`config.mk`:
```
export PLATFORM = sky130hd
export DESIGN_NAME = seq_alu
export DESIGN_NICKNAME = d
export VERILOG_FILES = /design/src/rtl/seq_alu_pkg.sv /design/src/rtl/seq_alu_core.sv /design/src/rtl/seq_alu.sv
export SDC_FILE = /design/constraint.sdc
export NUM_CORES = 1
export LEC_CHECK = 0
export BUFFER_PORTS_ARGS = -buffer_cell sky130_fd_sc_hd__buf_2
export CAP_MARGIN = 10
export CELL_PAD_IN_SITES_DETAIL_PLACEMENT = 2
export CELL_PAD_IN_SITES_GLOBAL_PLACEMENT = 2
export CORE_MARGIN = 3
export CORE_UTILIZATION = 39
export DETAILED_ROUTE_END_ITERATION = 6
export PLACE_DENSITY = 0.95
export SKIP_CTS_REPAIR_TIMING = 1
export SKIP_LAST_GASP = 1
export SLEW_MARGIN = 25
export SYNTH_ARGS = -nofsm -noshare
export SYNTH_HDL_FRONTEND = slang
export SYNTH_SLANG_ARGS = --single-unit
```
`constraint.sdc`:
```
create_clock -name clk -period 3.4 [get_ports clk]
set_clock_uncertainty 0.05 [all_clocks]
set_input_delay 0 -clock clk [delete_from_list [all_inputs] [get_ports clk]]
set_output_delay 0 -clock clk [all_outputs]
set_load 0.02 [all_outputs]
```
`src/rtl/seq_alu_pkg.sv`:
```
// seq_alu_pkg: opcode and state encodings shared by the sequential ALU and its core.
package seq_alu_pkg;
  typedef enum logic [2:0] {
    OP_AND  = 3'b000,
    OP_XOR  = 3'b001,
    OP_ADD  = 3'b010,
    OP_ROL  = 3'b011,
    OP_SUB  = 3'b100,
    OP_OR   = 3'b101,
    OP_MUL  = 3'b110,
    OP_PASS = 3'b111
  } op_e;
  typedef enum logic [1:0] {
    S_IDLE    = 2'd0,
    S_MUL_RUN = 2'd1,
    S_DONE    = 2'd2
  } state_e;
endpackage

```
`src/rtl/seq_alu_core.sv`:
```
// seq_alu_core: combinational single-cycle ALU ops with carry/borrow/rotate-out flag.
module seq_alu_core
  import seq_alu_pkg::*;
#(
  parameter int WIDTH = 8
) (
  input  op_e              i_op,
  input  logic [WIDTH-1:0] i_a,
  input  logic [WIDTH-1:0] i_b,
  output logic [WIDTH-1:0] o_y,
  output logic             o_co
);
  logic [WIDTH:0] w_add, w_sub;
  assign w_add = {1'b0, i_a} + {1'b0, i_b};
  assign w_sub = {1'b0, i_a} - {1'b0, i_b};
  // MUL is produced by the sequential shift-add in the top; here it yields zero.
  always_comb begin
    o_y  = '0;
    o_co = 1'b0;
    case (i_op)
      OP_AND:  o_y = i_a & i_b;
      OP_XOR:  o_y = i_a ^ i_b;
      OP_ADD:  {o_co, o_y} = w_add;
      OP_ROL:  {o_co, o_y} = {i_a, i_a[WIDTH-1]};
      OP_SUB:  {o_co, o_y} = w_sub;
      OP_OR:   o_y = i_a | i_b;
      OP_PASS: o_y = i_a;
      default: o_y = '0;
    endcase
  end
endmodule

```
`src/rtl/seq_alu.sv`:
```
// seq_alu: sequential ALU; single-cycle ops via seq_alu_core, WIDTH-cycle shift-add multiply.
module seq_alu
  import seq_alu_pkg::*;
#(
  parameter int WIDTH = 8
) (
  input  logic             clk,
  input  logic             rst,
  input  logic             start,
  input  logic [2:0]       InsSel,
  input  logic [WIDTH-1:0] ALUinA,
  input  logic [WIDTH-1:0] ALUinB,
  output logic [WIDTH-1:0] ALUout,
  output logic             CO,
  output logic             Z,
  output logic             busy,
  output logic             done
);
  localparam int CW = $clog2(WIDTH + 1);
  localparam logic [CW-1:0] LAST = CW'(WIDTH - 1);
  state_e r_state, w_state_nxt;
  logic [CW-1:0] r_cnt;
  logic [WIDTH-1:0] r_a, w_y;
  logic [2*WIDTH-1:0] r_prod, w_prod_nxt;
  logic [WIDTH:0] w_sum;
  logic w_co, w_is_mul, w_last;
  assign w_is_mul = op_e'(InsSel) == OP_MUL;
  assign w_last   = r_cnt == LAST;
  // Product register holds {partial sum, remaining multiplier bits}; one bit retired per cycle.
  assign w_sum      = {1'b0, r_prod[2*WIDTH-1:WIDTH]} + (r_prod[0] ? {1'b0, r_a} : '0);
  assign w_prod_nxt = {w_sum, r_prod[WIDTH-1:1]};
  seq_alu_core #(.WIDTH(WIDTH)) u_core (
    .i_op (op_e'(InsSel)),
    .i_a  (ALUinA),
    .i_b  (ALUinB),
    .o_y  (w_y),
    .o_co (w_co)
  );
  always_ff @(posedge clk or posedge rst) begin
    if (rst) r_state <= S_IDLE;
    else     r_state <= w_state_nxt;
  end
  always_comb begin
    w_state_nxt = S_IDLE;
    case (r_state)
      S_IDLE:    w_state_nxt = start ? (w_is_mul ? S_MUL_RUN : S_DONE) : S_IDLE;
      S_MUL_RUN: w_state_nxt = w_last ? S_DONE : S_MUL_RUN;
      default:   w_state_nxt = S_IDLE;
    endcase
  end
  always_comb begin
    busy = r_state != S_IDLE;
    done = r_state == S_DONE;
  end
  always_ff @(posedge clk or posedge rst) begin
    if (rst) begin
      r_cnt  <= '0;
      r_a    <= '0;
      r_prod <= '0;
      ALUout <= '0;
      CO     <= 1'b0;
      Z      <= 1'b1;
    end else if (r_state == S_IDLE && start) begin
      if (w_is_mul) begin
        r_a    <= ALUinA;
        r_prod <= {{WIDTH{1'b0}}, ALUinB};
        r_cnt  <= '0;
      end else begin
        ALUout <= w_y;
        CO     <= w_co;
        Z      <= ~|w_y;
      end
    end else if (r_state == S_MUL_RUN) begin
      r_prod <= w_prod_nxt;
      r_cnt  <= r_cnt + CW'(1);
      if (w_last) begin
        ALUout <= w_prod_nxt[WIDTH-1:0];
        CO     <= |w_prod_nxt[2*WIDTH-1:WIDTH];
        Z      <= ~|w_prod_nxt[WIDTH-1:0];
      end
    end
  end
endmodule

```
Word level (Yosys, flattened, before mapping)
Cells that the tools add are included.
W data, S select, Z words.
- register bits: 40
- latch bits: 0
- RAM bits: 0
- ROM bits: 0
- bits of input ports: 22
- word-level logic and storage cells: 65
- memories kept: 0
- $add $sub $neg: 4
- multiply operators: 0
- divide/modulo/power cells: 0
- $lt $le $gt $ge: 0
- equal/unequal tests: 12
- shift-type cells: 0
- multiplexer cells: 25
- bitwise logic cells: 3
- reduce and logical (&&, ||, !) cells: 14
- operators by type and width (operator ; count):
    $pmux W8 S7 ; 1
    $mux W16 ; 3
    $mux W8 ; 5
    $reduce_or A8 Y1 ; 3
    $add A8 B8 Y9 ; 2
    $eq A3 B3 Y1 const B ; 4
    $mux W4 ; 3
    $sub A8 B8 Y9 ; 1
    $and A8 B8 Y8 ; 1
    $mux W1 ; 8
    $or A8 B8 Y8 ; 1
    $xor A8 B8 Y8 ; 1
    $eq A3 B2 Y1 const B ; 2
    $mux W2 ; 3
    $reduce_bool A2 Y1 ; 3
    $add A4 B1 Y4 const B ; 1
    $eq A4 B3 Y1 const B ; 1
    $ne A2 B2 Y1 const B ; 2
    $pmux W2 S2 ; 1
    $reduce_and A2 Y1 ; 2
    $eq A3 B1 Y1 const B ; 1
    $logic_not A3 Y1 ; 1
    $pmux W1 S3 ; 1
    $reduce_and A3 Y1 ; 1
    5 further kinds ; 6

Longest topological paths before layout
Gate-level depths: netlist of run 1.
- depth in word-level cells: 7
- gate-level depth with buffers: 11

By module
A second synthesis of run 1 with hierarchy kept.
- cell total of the unflattened synthesis: 413
- area total of the unflattened synthesis: 3477.1 um2
- modules (own cells, without submodules) (module ; times used ; cells an instance ; area each (um2) ; seq. area each (um2)):
    seq_alu ; 1 ; 230 ; 2085.8 ; 1002.2
    seq_alu_core ; 1 ; 183 ; 1391.3 ; 0.0

Least setup slack after synthesis of run 1
Ideal clock, no wire load.
- kind: reg-to-reg
- start: register r_prod[0]
- end: register CO
- arrival: 2169 ps
- path slack: 1115 ps
- cell stages (with the launch flop): 12
- buffers on the path: 0
- period minus slack after synthesis: 2285 ps
- cell sequence: dfrtp_1 -> and2_1 -> ha_1 -> inv_1 -> fa_1 -> nor2b_1 -> o21ai_0 -> a21boi_1 -> nor4_1 -> or3_1 -> nand4_1 -> o211a_1
- word-level cells in the longest chain between the ends: 6
- RTL lines (element ; RTL line ; source):
    start, declared ; seq_alu.sv:24 ; logic [2*WIDTH-1:0] r_prod, w_prod_nxt;
    start signal, assigned ; seq_alu.sv:66 ; r_prod <= {{WIDTH{1'b0}}, ALUinB};
    start signal, assigned ; seq_alu.sv:74 ; r_prod <= w_prod_nxt;
    $mux W8 ; seq_alu.sv:30 ; assign w_sum = {1'b0, r_prod[2*WIDTH-1:WIDTH]} + (r_prod[0] ? {1'b0, r_a} : '0);
    $add A8 B8 Y9 ; seq_alu.sv:30 ;
    $reduce_or A8 Y1 ; seq_alu.sv:78 ; CO <= |w_prod_nxt[2*WIDTH-1:WIDTH];
    $mux W1 ; seq_alu.sv:76 ; if (w_last) begin
    $mux W1 ; seq_alu.sv:73 ; end else if (r_state == S_MUL_RUN) begin
    $mux W1 ; seq_alu.sv:63 ; end else if (r_state == S_IDLE && start) begin
    end signal, assigned ; seq_alu.sv:70 ; CO <= w_co;
    end signal, assigned ; seq_alu.sv:78 ;
    end, declared ; seq_alu.sv:14 ; output logic CO,
No other way between the ends. The select of a mux whose other input is x is not followed.
A chain may end at the register's enable or synchronous reset.

Final worst setup path of run 1
- start: register r_state[1]
- end: register CO
- word-level cells in the longest chain between the ends: 4
- elaborated cells on any way between the ends: 8
- RTL lines (element ; RTL line ; source):
    start, declared ; seq_alu.sv:21 ; state_e r_state, w_state_nxt;
    start signal, assigned ; seq_alu.sv:41 ; else r_state <= w_state_nxt;
    $logic_not A2 Y1 ; seq_alu.sv:63 ;
    $logic_and A1 B1 Y1 ; seq_alu.sv:63 ;
    $ne A2 B2 Y1 (no source line) or $reduce_bool A2 Y1 (tied branches) ; n/a ;
    $reduce_and A3 Y1 (no source line) ; n/a ;
Several ways; a longest one is shown, not always the timed one.

==> results of run 1 <==
==> layer usage <==
metal / wire length [um] / part of all wire, % / vias to the layer above
li1: - / - / 1550
met3: 526 / 4.1 / 25
met2: 6840 / 54 / 89
met1: 5030 / 40 / 1722
met4: 323 / 2.5 / 0
met5: 0 / 0 / -
==> critical path, delay by kind of cell (launching register included) <==
family / cells / cell delay, ns
DFF: 1 / 0.43
AOI/OAI and AO/OA: 4 / 1.28
and+or+nand+nor: 2 / 0.87
buffers and inverters: 1 / 0.24
==> registers in the layout (all words and copies together) (netlist names) <==
signal   cells
r_cnt        4
r_state      2
r_a          8
r_prod      16
CO           1
ALUout       8
Z            1
==> synth_stat cells (2+ instances only) <==
| cell | number | area (sq um) |
|---|---|---|
| a2111oi_1 | 2 | 20.0 |
| a211oi_1 | 4 | 30.0 |
| a21o_1 | 2 | 15.0 |
| a21oi_1 | 17 | 85.1 |
| a221o_1 | 2 | 20.0 |
| a31oi_1 | 13 | 81.3 |
| and2_1 | 7 | 43.8 |
| and3_1 | 3 | 18.8 |
| buf_2 | 7 | 35.0 |
| clkbuf_1 | 11 | 41.3 |
| dfrtp_1 | 39 | 976 |
| fa_1 | 3 | 60.1 |
| ha_1 | 33 | 413 |
| inv_1 | 37 | 139 |
| mux2_1 | 2 | 22.5 |
| mux4_2 | 4 | 90.1 |
| nand2_1 | 52 | 195 |
| nand2b_1 | 4 | 25.0 |
| nand3_1 | 14 | 70.1 |
| nand3b_1 | 2 | 15.0 |
| nand4_1 | 4 | 25.0 |
| nor2_1 | 26 | 97.6 |
| nor2b_1 | 10 | 62.6 |
| nor3_1 | 9 | 45.0 |
| nor3b_1 | 6 | 45.0 |
| nor4_1 | 3 | 18.8 |
| o2111ai_1 | 3 | 26.3 |
| o211ai_1 | 8 | 60.1 |
| o21a_1 | 3 | 22.5 |
| o21ai_0 | 28 | 140 |
| o21ai_1 | 2 | 10.0 |
| o21bai_1 | 4 | 30.0 |
| o221ai_1 | 3 | 26.3 |
| o311ai_0 | 3 | 26.3 |
| o31ai_1 | 2 | 15.0 |
| o32ai_1 | 2 | 17.5 |
| or3_1 | 6 | 37.5 |
| xnor2_1 | 3 | 26.3 |
| xor2_1 | 7 | 61.3 |
==> where the power goes <==
part / internal, W / total, W / leakage [nW] / switching [W]
sequential: 0.000673 / 0.000835 / 0.488 / 0.000162
clock: 0.000144 / 0.000312 / 0.0422 / 0.000168
combinational: 0.000408 / 0.00109 / 1.22 / 0.000684
total: 0.00123 / 0.00224 / 1.75 / 0.00101
==> worst min-delay path by stage <==
stage	from	end	cells past startpoint
2_1_floorplan	ALUinB[0]	r_prod[0]	2
3_3_place_gp	rst	ALUout[6]	3
3_5_place_dp	rst	ALUout[6]	3
4_1_cts	rst	ALUout[6]	3
5_1_grt	ALUinB[0]	r_prod[0]	3
6_report	ALUinB[0]	r_prod[0]	3
==> kinds of logic (layout without fill, tap and decap cells) <==
family / Yosys count / count (layout) / share of synthesized area (%)
mux: 7 / 7 / 3.57
flops: 40 / 40 / 28.9
xor+xnor: 10 / 10 / 2.52
compound gates: 115 / 115 / 22.7
simple gates: 153 / 153 / 21.8
buf+inv: 58 / 89 / 6.85
fa+ha+maj: 36 / 36 / 13.6
==> per-stage QoR <==
step | instances | hold WS (ns) | area [sq um]
after floorplan | 419 | 0.0979 | 3470
after global placement | 543 | 0.0977 | 3720
after detailed placement | 543 | 0.116 | 3720
after CTS | 551 | -0.198 | 3800
after global routing | 555 | 0.00563 | 3840
final | 555 | -0.0298 | 3840
==> area by class of cell <==
type                    instances  area (sq um)  area share, %
clock buffers                   7          76.3           1.99
clock inverters                 1          5.00          0.130
inverters                      38           143           3.71
multi-input cells             321          2230           58.1
flip-flops and latches         40          1000           26.1
well taps                     105           131           3.42
repair buffers                 43           250           6.52
==> impl_metrics.ini, run 1 <==
[global_route]
busiest_layer = met2
overflow = 0
use_met3_pct = 2.43
grt_antenna_before_repair = 0
globalRouteTotalUtil_pct = 26.0
grt_pass1_wl_um = 20500
use_met1_pct = 31.4
met2_usage_pct = 48.3
grt_max_degree = 41
grt_pass1_vias = 3749

[setup_path]
crit_path_start_kind = flip-flop
cp_slowest_cell = or3b_1
r2r_start = r_state[1]
r2r_setup_slack_ns = 0.41
worstSetupPathType = flip-flop to flip-flop
critPathMaxFanout = 13
max_stage_delay_ns = 0.65
r2r.worst_path.cells = 7
crit_required_ns = 3.53
endpoint = CO
cp.arrival_ns = 3.12
crit_start = r_state[1]
path_cells = or3b_1, a21oi_1, nor2b_1, buf_4, a311oi_1, o311ai_0, o211a_1
end_kind = flip-flop
rr_endpoint = CO

[placed_design]
dp_hpwl_um = 9840
gp_congestion = 0.882
dp_slack_ns = 0.454
placement.io_buffers = 33

[layout]
most-common-layout-cells = nand2_1 (52), dfrtp_1 (39), inv_1 (37)
fin_util_pct = 45.6
nFillCells = 961
syn_to_final_growth_pct = 10.6
diodes = 0
final_common_cell = nand2_1
layout.nets = 507
drive_gt1_share_pct = 13.1

[synth]
syn_area_sq_mm = 0.00347
synthFlopType = dfrtp_1
synth_seq_cells = 40
synth_enable_flop_cells = 0
ys.warnings.count = 0
synth_seq_area_share_pct = 28.9
synth_nets = 477
syn_avg_cell_area_sq_um = 8.29
async_flop_share_pct = 100
netlist_instances = 419
synthDistinctLibCells = 68

[timing]
fin_setup_tns_ns = 0
slew_headroom_pct = 56.4
period_minus_slack_ns = 2.99
fin_ws_ns = 0.412
slew_viol_final = 0
worstMarginPinSlew_ns = 0.646
fin_crit_sh_pct = 87.9
hold_slack_ns = -0.0298
fmax_mhz = 335
setup_viol = 0
hold_violations = 1
grt_setup_unrepaired = no

[die]
start_util_pct = 41.2
rows = 33
die_h_um = 100
pin_count = 34
dieArea_sq_mm = 0.0101
core_area_sq_mm = 0.00842
die_x_um = 100

[clock_network]
clk_pin_slew_worst_paths_ns = 0.08
ctsLongestPathBuffers = 2
tritoncts = done
cts_buffers = 5
clock_latency_ns = 0.29
cts_sinks = 40
htreeDepth = 2
cts_root_buffer = clkbuf_8

[detailed_routing]
drt_first_iter_violations = 130
drt-total-wl_um = 12700
wl_per_cell_um = 22.9
vias_per_cell = 6.10
drc = 0
vias = 3386
drtAntennaViolNets = 0
dr.pass1.iters = 4

[worst_hold_path]
hold_path.class = input pin to flip-flop

[power_and_ir_drop]
total_power_w = 0.00224
power_leakage_nw = 1.75
ir_drop_mv = 0.177
pwr_density_cell_mw_per_mm2 = 583

[outcome]
violations = hold timing
status = finished, violations left

[run]
drv_cap = 0
(Power assumes the default switching activity.)
==> run 2, diff against run 1 <==
==> constraint.sdc (replaced) <==
create_clock -name clk -period 3.75 [get_ports clk]
set_clock_uncertainty 0.05 [all_clocks]
set_input_delay 0 -clock clk [delete_from_list [all_inputs] [get_ports clk]]
set_output_delay 0 -clock clk [all_outputs]
set_load 0.02 [all_outputs]
==> run 2 against run 1 <==
Effect of this change: sequential share of layout area is 0.25 points lower; flip-flop and latch count stayed put; power fell by 3.4%; via count up 0.68%; register-to-register slack improved by 0.25 ns; utilization rose by 0.45 points; the flow still finishes with violations (hold timing); clock power increased by 21%; fmax decreased by 3.2%.
==> impl_metrics.ini, run 2 (synthesized netlist as in run 1, its figures left out) <==
[timing]
period_minus_slack_ns = 3.09
slew_viol_final = 0
hold_violations = 2
fin_crit_sh_pct = 82.3
grt_setup_unrepaired = no
worstMarginPinSlew_ns = 0.700
setup_viol = 0
fin_setup_tns_ns = 0
slew_headroom_pct = 53.1
hold_slack_ns = -0.0129
fmax_mhz = 324

[power_and_ir_drop]
pwr_density_cell_mw_per_mm2 = 558
netSwitchingFraction_pct = 45.7
seqPwrFrac_pct = 35.9
internal-power_w = 0.00117
power_leakage_nw = 1.76
clock_power_share_pct = 17.4
pwr-share-comb_pct = 46.7
ir_drop_mv = 0.189
p_switching_w = 0.000989

[setup_path]
cp.arrival_ns = 3.23
critPathMaxFanout = 15
worstSetupPathType = flip-flop to flip-flop
crit_path_start_kind = flip-flop
end_kind = flip-flop
crit_required_ns = 3.90

[clock_network]
cts_root_buffer = clkbuf_8
cts_sinks = 40
cts_buffers = 5
clock_latency_ns = 0.31
htreeDepth = 2
clk_pin_slew_worst_paths_ns = 0.09
ctsLongestPathBuffers = 2
tritoncts = done

[placed_design]
gp_congestion = 0.904
dp_hpwl_um = 9400
placement.io_buffers = 33
dp.cells = 541

[worst_hold_path]
hold_path.class = input pin to flip-flop

[layout]
drive_gt1_share_pct = 13.3
diodes = 0
syn_to_final_growth_pct = 11.7
final_common_cell = nand2_1
layout.nets = 507
top_register = r_prod
most-common-layout-cells = nand2_1 (52), dfrtp_1 (39), inv_1 (37)
fin_util_pct = 46.0
nFillCells = 960
reg_top3 = r_prod x16, ALUout x8, r_a x8
largest_register_ffs = 16
fin_cells = 555

[die]
core_area_sq_mm = 0.00842
dieArea_sq_mm = 0.0101
die_h_um = 100
rows = 33
die_x_um = 100
pin_count = 34
start_util_pct = 41.2

[detailed_routing]
drtAntennaViolNets = 0
drt_first_iter_violations = 195
vias = 3409
drt-total-wl_um = 13500
wl_per_cell_um = 24.3
drc = 0
vias_per_cell = 6.14
dr.pass1.iters = 5

[global_route]
grt_max_degree = 41
grt_pass1_wl_um = 20600
overflow = 0
grt_pass1_vias = 3697
grt_antenna_before_repair = 0
globalRouteTotalUtil_pct = 26.4

[outcome]
violations = hold timing
status = finished, violations left

[run]
drv_cap = 0
-- run 2: cell type report --
| class | instances | area, sq um | area share, % |
|---|---|---|---|
| clock buffer | 5 | 68.8 | 1.77 |
| clock inverter | 3 | 42.5 | 1.10 |
| inverter | 38 | 143 | 3.68 |
| multi-input combinational | 321 | 2230 | 57.6 |
| sequential | 40 | 1000 | 25.8 |
| tap | 105 | 131 | 3.39 |
| timing repair buffer | 43 | 255 | 6.58 |
-- run 2: worst max-delay path, cell delays in order (launching register included) --
cell and delay (ns):
dfrtp_1 0.44, or3b_1 0.66, a21oi_1 0.60, nor2b_2 0.30
inv_2 0.23, o2111ai_1 0.14, nor3_1 0.20, nand4_1 0.18
o211a_1 0.16
-- run 2: final timing paths --
path	startpoint	end	slack, ns	cells past startpoint
worst max-delay path	r_state[1]	CO	0.66	8
worst min-delay path	ALUinB[7]	r_prod[7]	-0.01	3
worst max register to register	r_state[1]	CO	0.66	8
worst min register to register	r_a[0]	r_a[0]	0.44	2
max in group asynchronous	rst	Z	2.94	4
min in group asynchronous	rst	ALUout[4]	0.33	4
-- run 2: through the flow --
| stage | instance area (sq um) | total power, W | setup slack [ns] | hold WS, ns |
|---|---|---|---|---|
| floorplan | 3470 | 0.00137 | 1.47 | 0.0979 |
| global placement | 3700 | 0.00161 | 0.910 | 0.0976 |
| detailed placement | 3700 | 0.00171 | 0.762 | 0.129 |
| CTS | 3810 | 0.00212 | 0.634 | -0.217 |
| global route | 3880 | 0.00230 | 0.432 | -0.00389 |
| finish | 3880 | 0.00216 | 0.664 | -0.0129 |
-- run 2: power groups by stage --
stage               clock (W)  combinational (W)  sequential [W]
finish               0.000376            0.00101        0.000778
global route         0.000399            0.00111        0.000793
CTS                  0.000379           0.000981        0.000764
detailed placement          0           0.000945        0.000766
global placement            0           0.000870        0.000739
floorplan                   0           0.000598        0.000771
-- run 2: routing by layer --
| layer | GRT usage (%) | vias to the layer above | wire length, um |
|---|---|---|---|
| met3 | 1.95 | 35 | 498 |
| met5 | 0 | - | 0 |
| met1 | 32.3 | 1717 | 5340 |
| met4 | 6.94 | 0 | 395 |
| met2 | 49.5 | 106 | 7260 |
| li1 | - | 1551 | - |
